`src/rtl/hazard_scheduler_20_if.sv`:
```
// hazard_scheduler_20_if
// Pipeline-side signal bundle for the hazard scheduler. The master side is
// the pipeline datapath, which presents decode, execute, memory and
// writeback status. The slave side is the scheduler, which returns
// stall/flush controls, the registered forward selects and the delayed
// writeback result.
interface hazard_scheduler_20_if;
  // Decode stage
  logic        ValidD;
  logic [2:0]  RS1_D;
  logic [2:0]  RS2_D;
  logic        UseRS1D;
  logic        UseRS2D;
  // Execute stage
  logic [2:0]  RD_E;
  logic        RegWriteE;
  logic        ResultSrcE;
  logic        PCSrcE;
  // Memory stage
  logic [2:0]  RD_M;
  logic        RegWriteM;
  // Writeback stage
  logic [2:0]  RDW;
  logic        RegWriteW;
  logic [23:0] ResultW;
  // Scheduler outputs
  logic        StallF;
  logic        StallD;
  logic        FlushD;
  logic        FlushE;
  logic [1:0]  ForwardAE;
  logic [1:0]  ForwardBE;
  logic [23:0] ResultW_q;

  modport master (
    output ValidD, RS1_D, RS2_D, UseRS1D, UseRS2D,
    output RD_E, RegWriteE, ResultSrcE, PCSrcE,
    output RD_M, RegWriteM,
    output RDW, RegWriteW, ResultW,
    input  StallF, StallD, FlushD, FlushE,
    input  ForwardAE, ForwardBE, ResultW_q
  );

  modport slave (
    input  ValidD, RS1_D, RS2_D, UseRS1D, UseRS2D,
    input  RD_E, RegWriteE, ResultSrcE, PCSrcE,
    input  RD_M, RegWriteM,
    input  RDW, RegWriteW, ResultW,
    output StallF, StallD, FlushD, FlushE,
    output ForwardAE, ForwardBE, ResultW_q
  );
endinterface

```
`src/rtl/hazard_scheduler_20.sv`:
```
// hazard_scheduler_20
// Hazard unit for a five-stage pipeline with an 8-entry register file.
// - Detects load-use hazards and stalls fetch/decode while bubbling execute.
// - Flushes decode and execute on a taken branch; the branch wins over a stall.
// - Works out operand forward selects in decode and registers them so they
//   are valid while the consumer sits in execute.
// - Delays ResultW by one cycle so a producer that has just retired can
//   still be forwarded.
// Optional feature: define HAZ_PERF_CNT_EN to build saturating stall/flush
// performance counters. Without it the counter outputs are constant zero.
module hazard_scheduler_20 #(
  parameter int CNT_W = 16
) (
  input  logic              clk,
  input  logic              rst,
  hazard_scheduler_20_if.slave bus,
  output logic [CNT_W-1:0]  StallCount,
  output logic [CNT_W-1:0]  FlushCount
);

  // Forward select encodings, named after the value the execute-stage mux
  // picks up.
  typedef enum logic [1:0] {
    FWD_RF  = 2'b00,  // register file read
    FWD_W   = 2'b01,  // ResultW (producer currently in M)
    FWD_M   = 2'b10,  // ALUResultM (producer currently in E)
    FWD_WQ  = 2'b11   // ResultW_q (producer currently in W)
  } fwd_sel_e;

  // A decode source depends on a producer when the decode slot is live, the
  // source is actually read, the addresses agree and the producer writes.
  // Register 0 is an ordinary register here, so it gets no special case.
  function automatic logic src_match(
    input logic       valid,
    input logic       use_src,
    input logic [2:0] src,
    input logic [2:0] dst,
    input logic       we
  );
    return valid & use_src & we & (src == dst);
  endfunction

  // Priority: an ALU result in E, then anything in M, then anything in W.
  // A load in E never selects FWD_M; that case is handled by the stall.
  function automatic fwd_sel_e fwd_select(
    input logic m_e_alu,
    input logic m_m,
    input logic m_w
  );
    if (m_e_alu)  return FWD_M;
    else if (m_m) return FWD_W;
    else if (m_w) return FWD_WQ;
    else          return FWD_RF;
  endfunction

  logic     rs1_match_e;
  logic     rs2_match_e;
  logic     rs1_match_m;
  logic     rs2_match_m;
  logic     rs1_match_w;
  logic     rs2_match_w;
  logic     load_use;
  logic     stall;
  fwd_sel_e fwd_a_next;
  fwd_sel_e fwd_b_next;
  fwd_sel_e fwd_a_q;
  fwd_sel_e fwd_b_q;
  logic [23:0] result_w_q;

  // Source-versus-producer address comparisons for every pipeline stage.
  always_comb begin
    rs1_match_e = src_match(bus.ValidD, bus.UseRS1D, bus.RS1_D, bus.RD_E, bus.RegWriteE);
    rs2_match_e = src_match(bus.ValidD, bus.UseRS2D, bus.RS2_D, bus.RD_E, bus.RegWriteE);
    rs1_match_m = src_match(bus.ValidD, bus.UseRS1D, bus.RS1_D, bus.RD_M, bus.RegWriteM);
    rs2_match_m = src_match(bus.ValidD, bus.UseRS2D, bus.RS2_D, bus.RD_M, bus.RegWriteM);
    rs1_match_w = src_match(bus.ValidD, bus.UseRS1D, bus.RS1_D, bus.RDW, bus.RegWriteW);
    rs2_match_w = src_match(bus.ValidD, bus.UseRS2D, bus.RS2_D, bus.RDW, bus.RegWriteW);
  end

  // Stall and flush controls. A taken branch discards the decode
  // instruction, so any load-use stall it would have caused is dropped.
  // The stall lasts one cycle on its own: on the next cycle the load has
  // moved to M and no longer matches E.
  always_comb begin
    // NOTE: every output of a combinational block gets a default before any
    // conditional logic, so no path can leave it unassigned and infer a latch.
    load_use   = 1'b0;
    stall      = 1'b0;
    bus.StallF = 1'b0;
    bus.StallD = 1'b0;
    bus.FlushD = 1'b0;
    bus.FlushE = 1'b0;

    load_use = bus.ResultSrcE & (rs1_match_e | rs2_match_e);
    stall    = load_use & ~bus.PCSrcE;

    if (bus.PCSrcE) begin
      bus.FlushD = 1'b1;
      bus.FlushE = 1'b1;
    end else if (stall) begin
      bus.StallF = 1'b1;
      bus.StallD = 1'b1;
      bus.FlushE = 1'b1;
    end
  end

  // Next forward selects for the instruction currently in decode.
  always_comb begin
    fwd_a_next = FWD_RF;
    fwd_b_next = FWD_RF;
    fwd_a_next = fwd_select(rs1_match_e & ~bus.ResultSrcE, rs1_match_m, rs1_match_w);
    fwd_b_next = fwd_select(rs2_match_e & ~bus.ResultSrcE, rs2_match_m, rs2_match_w);
  end

  // Execute-side forward select registers. A bubble entering execute
  // selects the register file. When decode is held they keep their value;
  // in practice a decode hold always comes with an execute bubble.
  always_ff @(posedge clk or negedge rst) begin
    if (!rst) begin
      fwd_a_q <= FWD_RF;
      fwd_b_q <= FWD_RF;
    end else if (bus.FlushE) begin
      // NOTE: state registers use non-blocking assignments so every flop
      // samples its pre-edge inputs, whatever order the blocks are evaluated in.
      fwd_a_q <= FWD_RF;
      fwd_b_q <= FWD_RF;
    end else if (!bus.StallD) begin
      fwd_a_q <= fwd_a_next;
      fwd_b_q <= fwd_b_next;
    end
  end

  // One-cycle delayed writeback result. It captures on every edge so a
  // producer that has just left W stays reachable for forwarding.
  always_ff @(posedge clk or negedge rst) begin
    if (!rst) result_w_q <= '0;
    else      result_w_q <= bus.ResultW;
  end

  // Registered outputs onto the interface.
  always_comb begin
    bus.ForwardAE = fwd_a_q;
    bus.ForwardBE = fwd_b_q;
    bus.ResultW_q = result_w_q;
  end

`ifdef HAZ_PERF_CNT_EN
  logic [CNT_W-1:0] stall_cnt_q;
  logic [CNT_W-1:0] flush_cnt_q;

  // Saturating counters: cycles spent stalling decode, and taken branches.
  always_ff @(posedge clk or negedge rst) begin
    if (!rst) begin
      stall_cnt_q <= '0;
      flush_cnt_q <= '0;
    end else begin
      if (bus.StallD && (stall_cnt_q != {CNT_W{1'b1}}))
        stall_cnt_q <= stall_cnt_q + 1'b1;
      if (bus.PCSrcE && (flush_cnt_q != {CNT_W{1'b1}}))
        flush_cnt_q <= flush_cnt_q + 1'b1;
    end
  end

  assign StallCount = stall_cnt_q;
  assign FlushCount = flush_cnt_q;
`else
  // The counters are not built; their outputs read as zero.
  assign StallCount = '0;
  assign FlushCount = '0;
`endif

endmodule

```
`src/flat_wrapper.sv`:
```
// flat-port wrapper written by rule: the top's interface ports become plain ports
module hazard_scheduler_20_flat 
#(
  parameter int CNT_W = 16
)
  (clk, rst, StallCount, FlushCount, bus_ValidD, bus_RS1_D, bus_RS2_D, bus_UseRS1D, bus_UseRS2D, bus_RD_E, bus_RegWriteE, bus_ResultSrcE, bus_PCSrcE, bus_RD_M, bus_RegWriteM, bus_RDW, bus_RegWriteW, bus_ResultW, bus_StallF, bus_StallD, bus_FlushD, bus_FlushE, bus_ForwardAE, bus_ForwardBE, bus_ResultW_q);
  hazard_scheduler_20_if bus_i ();
  input  logic clk;
  input  logic rst;
  output logic [CNT_W-1:0] StallCount;
  output logic [CNT_W-1:0] FlushCount;
  input wire logic [$bits(bus_i.ValidD)-1:0] bus_ValidD;
  input wire logic [$bits(bus_i.RS1_D)-1:0] bus_RS1_D;
  input wire logic [$bits(bus_i.RS2_D)-1:0] bus_RS2_D;
  input wire logic [$bits(bus_i.UseRS1D)-1:0] bus_UseRS1D;
  input wire logic [$bits(bus_i.UseRS2D)-1:0] bus_UseRS2D;
  input wire logic [$bits(bus_i.RD_E)-1:0] bus_RD_E;
  input wire logic [$bits(bus_i.RegWriteE)-1:0] bus_RegWriteE;
  input wire logic [$bits(bus_i.ResultSrcE)-1:0] bus_ResultSrcE;
  input wire logic [$bits(bus_i.PCSrcE)-1:0] bus_PCSrcE;
  input wire logic [$bits(bus_i.RD_M)-1:0] bus_RD_M;
  input wire logic [$bits(bus_i.RegWriteM)-1:0] bus_RegWriteM;
  input wire logic [$bits(bus_i.RDW)-1:0] bus_RDW;
  input wire logic [$bits(bus_i.RegWriteW)-1:0] bus_RegWriteW;
  input wire logic [$bits(bus_i.ResultW)-1:0] bus_ResultW;
  output wire logic [$bits(bus_i.StallF)-1:0] bus_StallF;
  output wire logic [$bits(bus_i.StallD)-1:0] bus_StallD;
  output wire logic [$bits(bus_i.FlushD)-1:0] bus_FlushD;
  output wire logic [$bits(bus_i.FlushE)-1:0] bus_FlushE;
  output wire logic [$bits(bus_i.ForwardAE)-1:0] bus_ForwardAE;
  output wire logic [$bits(bus_i.ForwardBE)-1:0] bus_ForwardBE;
  output wire logic [$bits(bus_i.ResultW_q)-1:0] bus_ResultW_q;
  assign bus_i.ValidD = bus_ValidD;
  assign bus_i.RS1_D = bus_RS1_D;
  assign bus_i.RS2_D = bus_RS2_D;
  assign bus_i.UseRS1D = bus_UseRS1D;
  assign bus_i.UseRS2D = bus_UseRS2D;
  assign bus_i.RD_E = bus_RD_E;
  assign bus_i.RegWriteE = bus_RegWriteE;
  assign bus_i.ResultSrcE = bus_ResultSrcE;
  assign bus_i.PCSrcE = bus_PCSrcE;
  assign bus_i.RD_M = bus_RD_M;
  assign bus_i.RegWriteM = bus_RegWriteM;
  assign bus_i.RDW = bus_RDW;
  assign bus_i.RegWriteW = bus_RegWriteW;
  assign bus_i.ResultW = bus_ResultW;
  assign bus_StallF = bus_i.StallF;
  assign bus_StallD = bus_i.StallD;
  assign bus_FlushD = bus_i.FlushD;
  assign bus_FlushE = bus_i.FlushE;
  assign bus_ForwardAE = bus_i.ForwardAE;
  assign bus_ForwardBE = bus_i.ForwardBE;
  assign bus_ResultW_q = bus_i.ResultW_q;
  hazard_scheduler_20 #(.CNT_W(CNT_W)) u_core (.clk(clk), .rst(rst), .bus(bus_i), .StallCount(StallCount), .FlushCount(FlushCount));
endmodule
```
`config.mk`:
```
export PLATFORM = sky130hd
export DESIGN_NAME = hazard_scheduler_20_flat
export DESIGN_NICKNAME = d
export VERILOG_FILES = /design/src/rtl/hazard_scheduler_20_if.sv /design/src/rtl/hazard_scheduler_20.sv /design/src/flat_wrapper.sv
export SDC_FILE = /design/constraint.sdc
export NUM_CORES = 1
export LEC_CHECK = 0
export CAP_MARGIN = 20
export CORE_MARGIN = 5
export CORE_UTILIZATION = 34
export DETAILED_ROUTE_END_ITERATION = 8
export GPL_TIMING_DRIVEN = 1
export PLACE_DENSITY = 0.85
export SLEW_MARGIN = 0
export SYNTH_ARGS = -nofsm -noshare
export SYNTH_HDL_FRONTEND = slang
export SYNTH_SLANG_ARGS = --single-unit
export TNS_END_PERCENT = 30
```
`constraint.sdc`:
```
create_clock -name clk -period 3.3 [get_ports clk]
set_clock_uncertainty 0.2 [all_clocks]
set_input_delay 0.33 -clock clk [delete_from_list [all_inputs] [get_ports clk]]
set_output_delay 0.33 -clock clk [all_outputs]
set_load 0.02 [all_outputs]
```
# Word-level counts from Yosys, hierarchy flattened
# Cells that the tools add are included.
op_classes:
  eq_ne: 7
  n_mux: 14
  n_bitwise: 21
ops:
  columns: ["op", "n"]
  rows:
  - ["two-way mux 2 bit", 10]
  - ["AND 1 bit", 18]
  - ["equality test 3 bit", 6]
  - ["two-way mux 1 bit", 4]
  - ["inequality test 2 x 1 -> 1 bit, second input constant", 1]
  - ["inverter 1 bit", 2]
  - ["OR 1 bit", 1]
totals:
  register_bits: 28
  output_inout_bits: 64
  word_cells: 45

# Depth between registers and ports, before layout
logic_depth:
  word_depth: 10
  mapped_depth: 5
  ltp_nobuf: 4

# Worst setup path before layout
# OpenSTA, ideal clock, no wires.
synth_timing:
  path_kind: "input -> output"
  start: "input bus_RD_E[2]"
  end: "output bus_StallF"
  arrival_ns: 1.498
  path_slack_ns: 1.272
  cell_stages: 5
  n_path_buf: 1
  path_cell_list: "xor2_1 nor4_4 o21a_1 and2b_1 buf_4"
synth_via:
  elab_chain_len: 7
  elab_cells_between_ends: 9
  cone_classes: "eq/ne: 2; mux: 2; bitwise: 5"
synth_rtl:
  columns: ["item", "line_no", "source"]
  rows:
  - ["start: declaration", "flat_wrapper.sv:17", "input wire logic [$bits(bus_i.RD_E)-1:0] bus_RD_E;"]
  - ["equality test 3 bit", "hazard_scheduler_20.sv:40", "return valid & use_src & we & (src == dst);"]
  - ["AND 1 bit", "hazard_scheduler_20.sv:40", null]
  - ["OR 1 bit (*)", "hazard_scheduler_20.sv:94", "load_use = bus.ResultSrcE & (rs1_match_e | rs2_match_e);"]
  - ["AND 1 bit (*)", "hazard_scheduler_20.sv:94", null]
  - ["AND 1 bit (*)", "hazard_scheduler_20.sv:95", "stall = load_use & ~bus.PCSrcE;"]
  - ["two-way mux 1 bit (*) (2 in a row)", null, null]
  - ["end: declaration", "flat_wrapper.sv:26", "output wire logic [$bits(bus_i.StallF)-1:0] bus_StallF;"]
# Mark *: on every way between the ends. The rest lies on a longest branch, timed or not.

# Worst setup path after layout
layout_timing:
  start: "input bus_RS2_D[2]"
  end: "output bus_StallF"
layout_via:
  elab_chain_len: 7
layout_rtl:
  columns: ["item", "line_no", "source"]
  rows:
  - ["start: declaration", "flat_wrapper.sv:14", "input wire logic [$bits(bus_i.RS2_D)-1:0] bus_RS2_D;"]
  - ["equality test 3 bit", "hazard_scheduler_20.sv:40", null]
  - ["AND 1 bit", "hazard_scheduler_20.sv:40", null]
  - ["OR 1 bit", "hazard_scheduler_20.sv:94", null]
  - ["AND 1 bit", "hazard_scheduler_20.sv:94", null]
  - ["AND 1 bit", "hazard_scheduler_20.sv:95", null]
  - ["two-way mux 1 bit", "hazard_scheduler_20.sv:100", "end else if (stall) begin"]
  - ["two-way mux 1 bit", "hazard_scheduler_20.sv:97", "if (bus.PCSrcE) begin"]
# Every way passes these cells.

==> summary.txt <==
Placed design
  – HPWL after DPL: approximately 2900 um
  – Area after DPL: around 0.0021 mm^2
  – Placed insts: ~230
  – Gpl congestion: 0.874
  – IO buf count: 80

Clocking
  – CTS Root Cell: clkbuf_8
  – Clock transition at path regs: 80 ps
  – Bufs on Longest Clock Path: 2
  – Clock sinks: 28
  – Cts-stage hold buffer count: 0
  – Buffer count from post-CTS setup fixing: 0
  – CTS Buf Count: 3
  – TritonCTS clock tree: done
  – H-tree levels: 1
  – Post-CTS sizing: 0

Global route
  – Met1 usage: between 10% and 20%
  – Grt ovf: 0
  – Vias in the first global route: just over 1000
  – Met2 usage: 20.1%
  – Global-route met3 utilization: 3.58%
  – GR peak layer: met2
  – Largest net degree at the start of global routing: 18
  – Initial antenna violation count: 0
  – Total global-route track usage: a little under an eighth
  – First-pass GRT wire length: approximately 4900 um

Routing
  – Final WL: 3120 um
  – Total number of vias: 951
  – Detailed Routing Iterations Pass 1: 3
  – # DRC: 0
  – DRT iter0 DRCs: 22
  – Routed WL per cell: roughly 13 um
  – Antenna Nets Post-Route: 0
  – Vias per cell: 4.05

Hold path
  – HP Class: input port to async pin

Run
  – Max Cap Viol: 0

Power
  – Max VDD drop: between 0.00015 and 0.0002 V
  – Final Power: about 730 uW
  – Power Density: roughly 340 mW/mm^2
  – Leak: between 0.8 and 0.9 nW

STA
  – Final number of max-transition violations: 0
  – Hold Vio Cnt, Final: 0
  – Post-layout min period: 2910 ps
  – Setup Viol. Count Final: 0
  – Fmax achieved: 0.343 GHz
  – Period utilization: 88.3%
  – Worst-Margin Slew: slightly above 600 ps
  – RSZ-0062 raised after global routing: false
  – Final setup TNS: 0 ps
  – Max_slew headroom: around three fifths

Synth
  – Mapped Area: 0.00134 mm^2
  – Ranking of synthesized cells by area: dfrtp_1 (52%), buf_4 (19%), xor2_1 (12%)
  – Top cells by count, synth: buf_4 (34), dfrtp_1 (28), xor2_1 (18), nand3_1 (6), nand2b_1 (4)
  – Synth top area share: between 50% and 60%
  – Synth Instances: about 110
  – Post-synth EDFFs: 0
  – Number of library cell types mapped by synthesis: 15
  – Mean post-synth cell area: roughly 13 um^2
  – Seq/Total Area, Yosys: between 50% and 60%
  – Yosys reg bits: 28
  – Top-count cell post-synth: buf_4
  – Synth area leader: dfrtp_1
  – Async S/R FF share, synth: 100%
  – Yosys warning total: 0
  – Ys flop type: dfrtp_1

Floorplan
  – Starting Density: roughly 36%
  – Die Height: ~73 um
  – Num rows: 22
  – Full die area: 0.00530 mm^2
  – IO Count: 113
  – Core Area: approximately 0.0037 mm^2
  – Die span in x: between 70 and 80 um

Finish
  – Multi-input logic area: about 500 um^2
  – Share of cells above drive strength 1: just under 6%
  – Post-Layout Cell Count: between 200 and 250
  – Area delta synth->final: 59.0%
  – Fin nets: about 240
  – Antenna cells: 0
  – Finished Core Util: about 57%
  – Design area: about 0.0021 mm^2
  – Fill count: ~340
  – FF+latch area: 701 um^2

Critical path
  – Crit path cell chain: clkdlybuf4s50_1, xor2_1, nor4_4, o21a_1, and2b_1, clkdlybuf4s50_1
  – Crit-path max FO: 4
  – CP Data Required Time: roughly 2800 ps
  – CP max-delay cell: clkdlybuf4s50_1
  – Crit path DAT: ~2400 ps
  – Crit path capture type: output port
  – Crit-path max cell delay: roughly 600 ps
  – CP most frequent cell: clkdlybuf4s50_1
  – CP startpoint kind: input port
  – Crit Path Class: input port to output port

Status
  – Status: finished clean
critical path, delay by kind of cell:
kind / cells / cell delay (ps)
AOI/OAI and AO/OA: 1 / 230
xor gates and xnor gates: 1 / 200
and+or+nand+nor: 2 / 550
buffers and inverters: 2 / 1070
layout make-up:
| cell class | instances | share of cell area [%] |
|---|---|---|
| Timing Repair Buffer | 81 | 38.8 |
| Clock buffer | 3 | 1.94 |
| Multi-Input combinational cell | 75 | 23.5 |
| Tap cell | 48 | 2.82 |
| Sequential cell | 28 | 32.9 |
cells in the final DEF (no fill, tap or decap):
cell type,instances
nand3_1,6
and2b_1,1
or2_1,1
nor4_4,3
clkdlybuf4s50_1,80
clkbuf_8,3
nand2b_1,4
buf_16,1
xor2_1,18
a211oi_1,2
nor2_1,2
conb_1,32
nor4_1,1
o21a_1,1
nor4_2,2
dfrtp_1,28
a2111oi_2,2
metal layers:
metal / part of all wire, % / wire, um / vias to the layer above
met5: 0 / 0 / -
met4: 0.61 / 19 / 0
met3: 16 / 499 / 2
met2: 47 / 1450 / 82
met1: 37 / 1150 / 422
li1: - / - / 445
metrics by stage:
stage,hold WS [ps],worst slack (ps)
2_1_floorplan,-166,1270
3_3_place_gp,574,387
3_5_place_dp,533,358
4_1_cts,247,358
5_1_grt,292,236
6_report,248,386
sequential cells by signal, indices dropped and copies added (netlist names):
register / count
u_core.bus.ForwardBE: 2
u_core.bus.ForwardAE: 2
u_core.bus.ResultW_q: 24
where the power goes:
part | leakage [nW] | switching [mW] | internal (mW)
Combinational | 0.540 | 0.106 | 0.0951
Sequential | 0.335 | 0.00401 | 0.358
Clock | 0.0216 | 0.0850 | 0.0814
Total | 0.897 | 0.195 | 0.535
cell families after synthesis:
| kind of cell | count (synthesis) | synth area share (%) |
|---|---|---|
| buf+inv | 34 | 19.0 |
| xor+xnor | 18 | 11.8 |
| other cells | 1 | 0.280 |
| compound gates | 5 | 3.92 |
| simple gates | 20 | 12.8 |
| flops | 28 | 52.2 |
worst max path at each step:
| stage | end | from | slack [ps] | depth (start not counted) |
|---|---|---|---|---|
| final | bus_StallF | bus_RS2_D[2] | 390 | 6 |
| after floorplan | bus_StallF | bus_RD_E[2] | 1270 | 5 |
| after global placement | bus_StallF | bus_RS2_D[2] | 390 | 6 |
| after global routing | bus_StallD | bus_RS1_D[0] | 240 | 6 |
| after CTS | bus_StallF | bus_RS2_D[2] | 360 | 6 |
| after detailed placement | bus_StallF | bus_RS2_D[2] | 360 | 6 |
(Power assumes the default switching activity.)
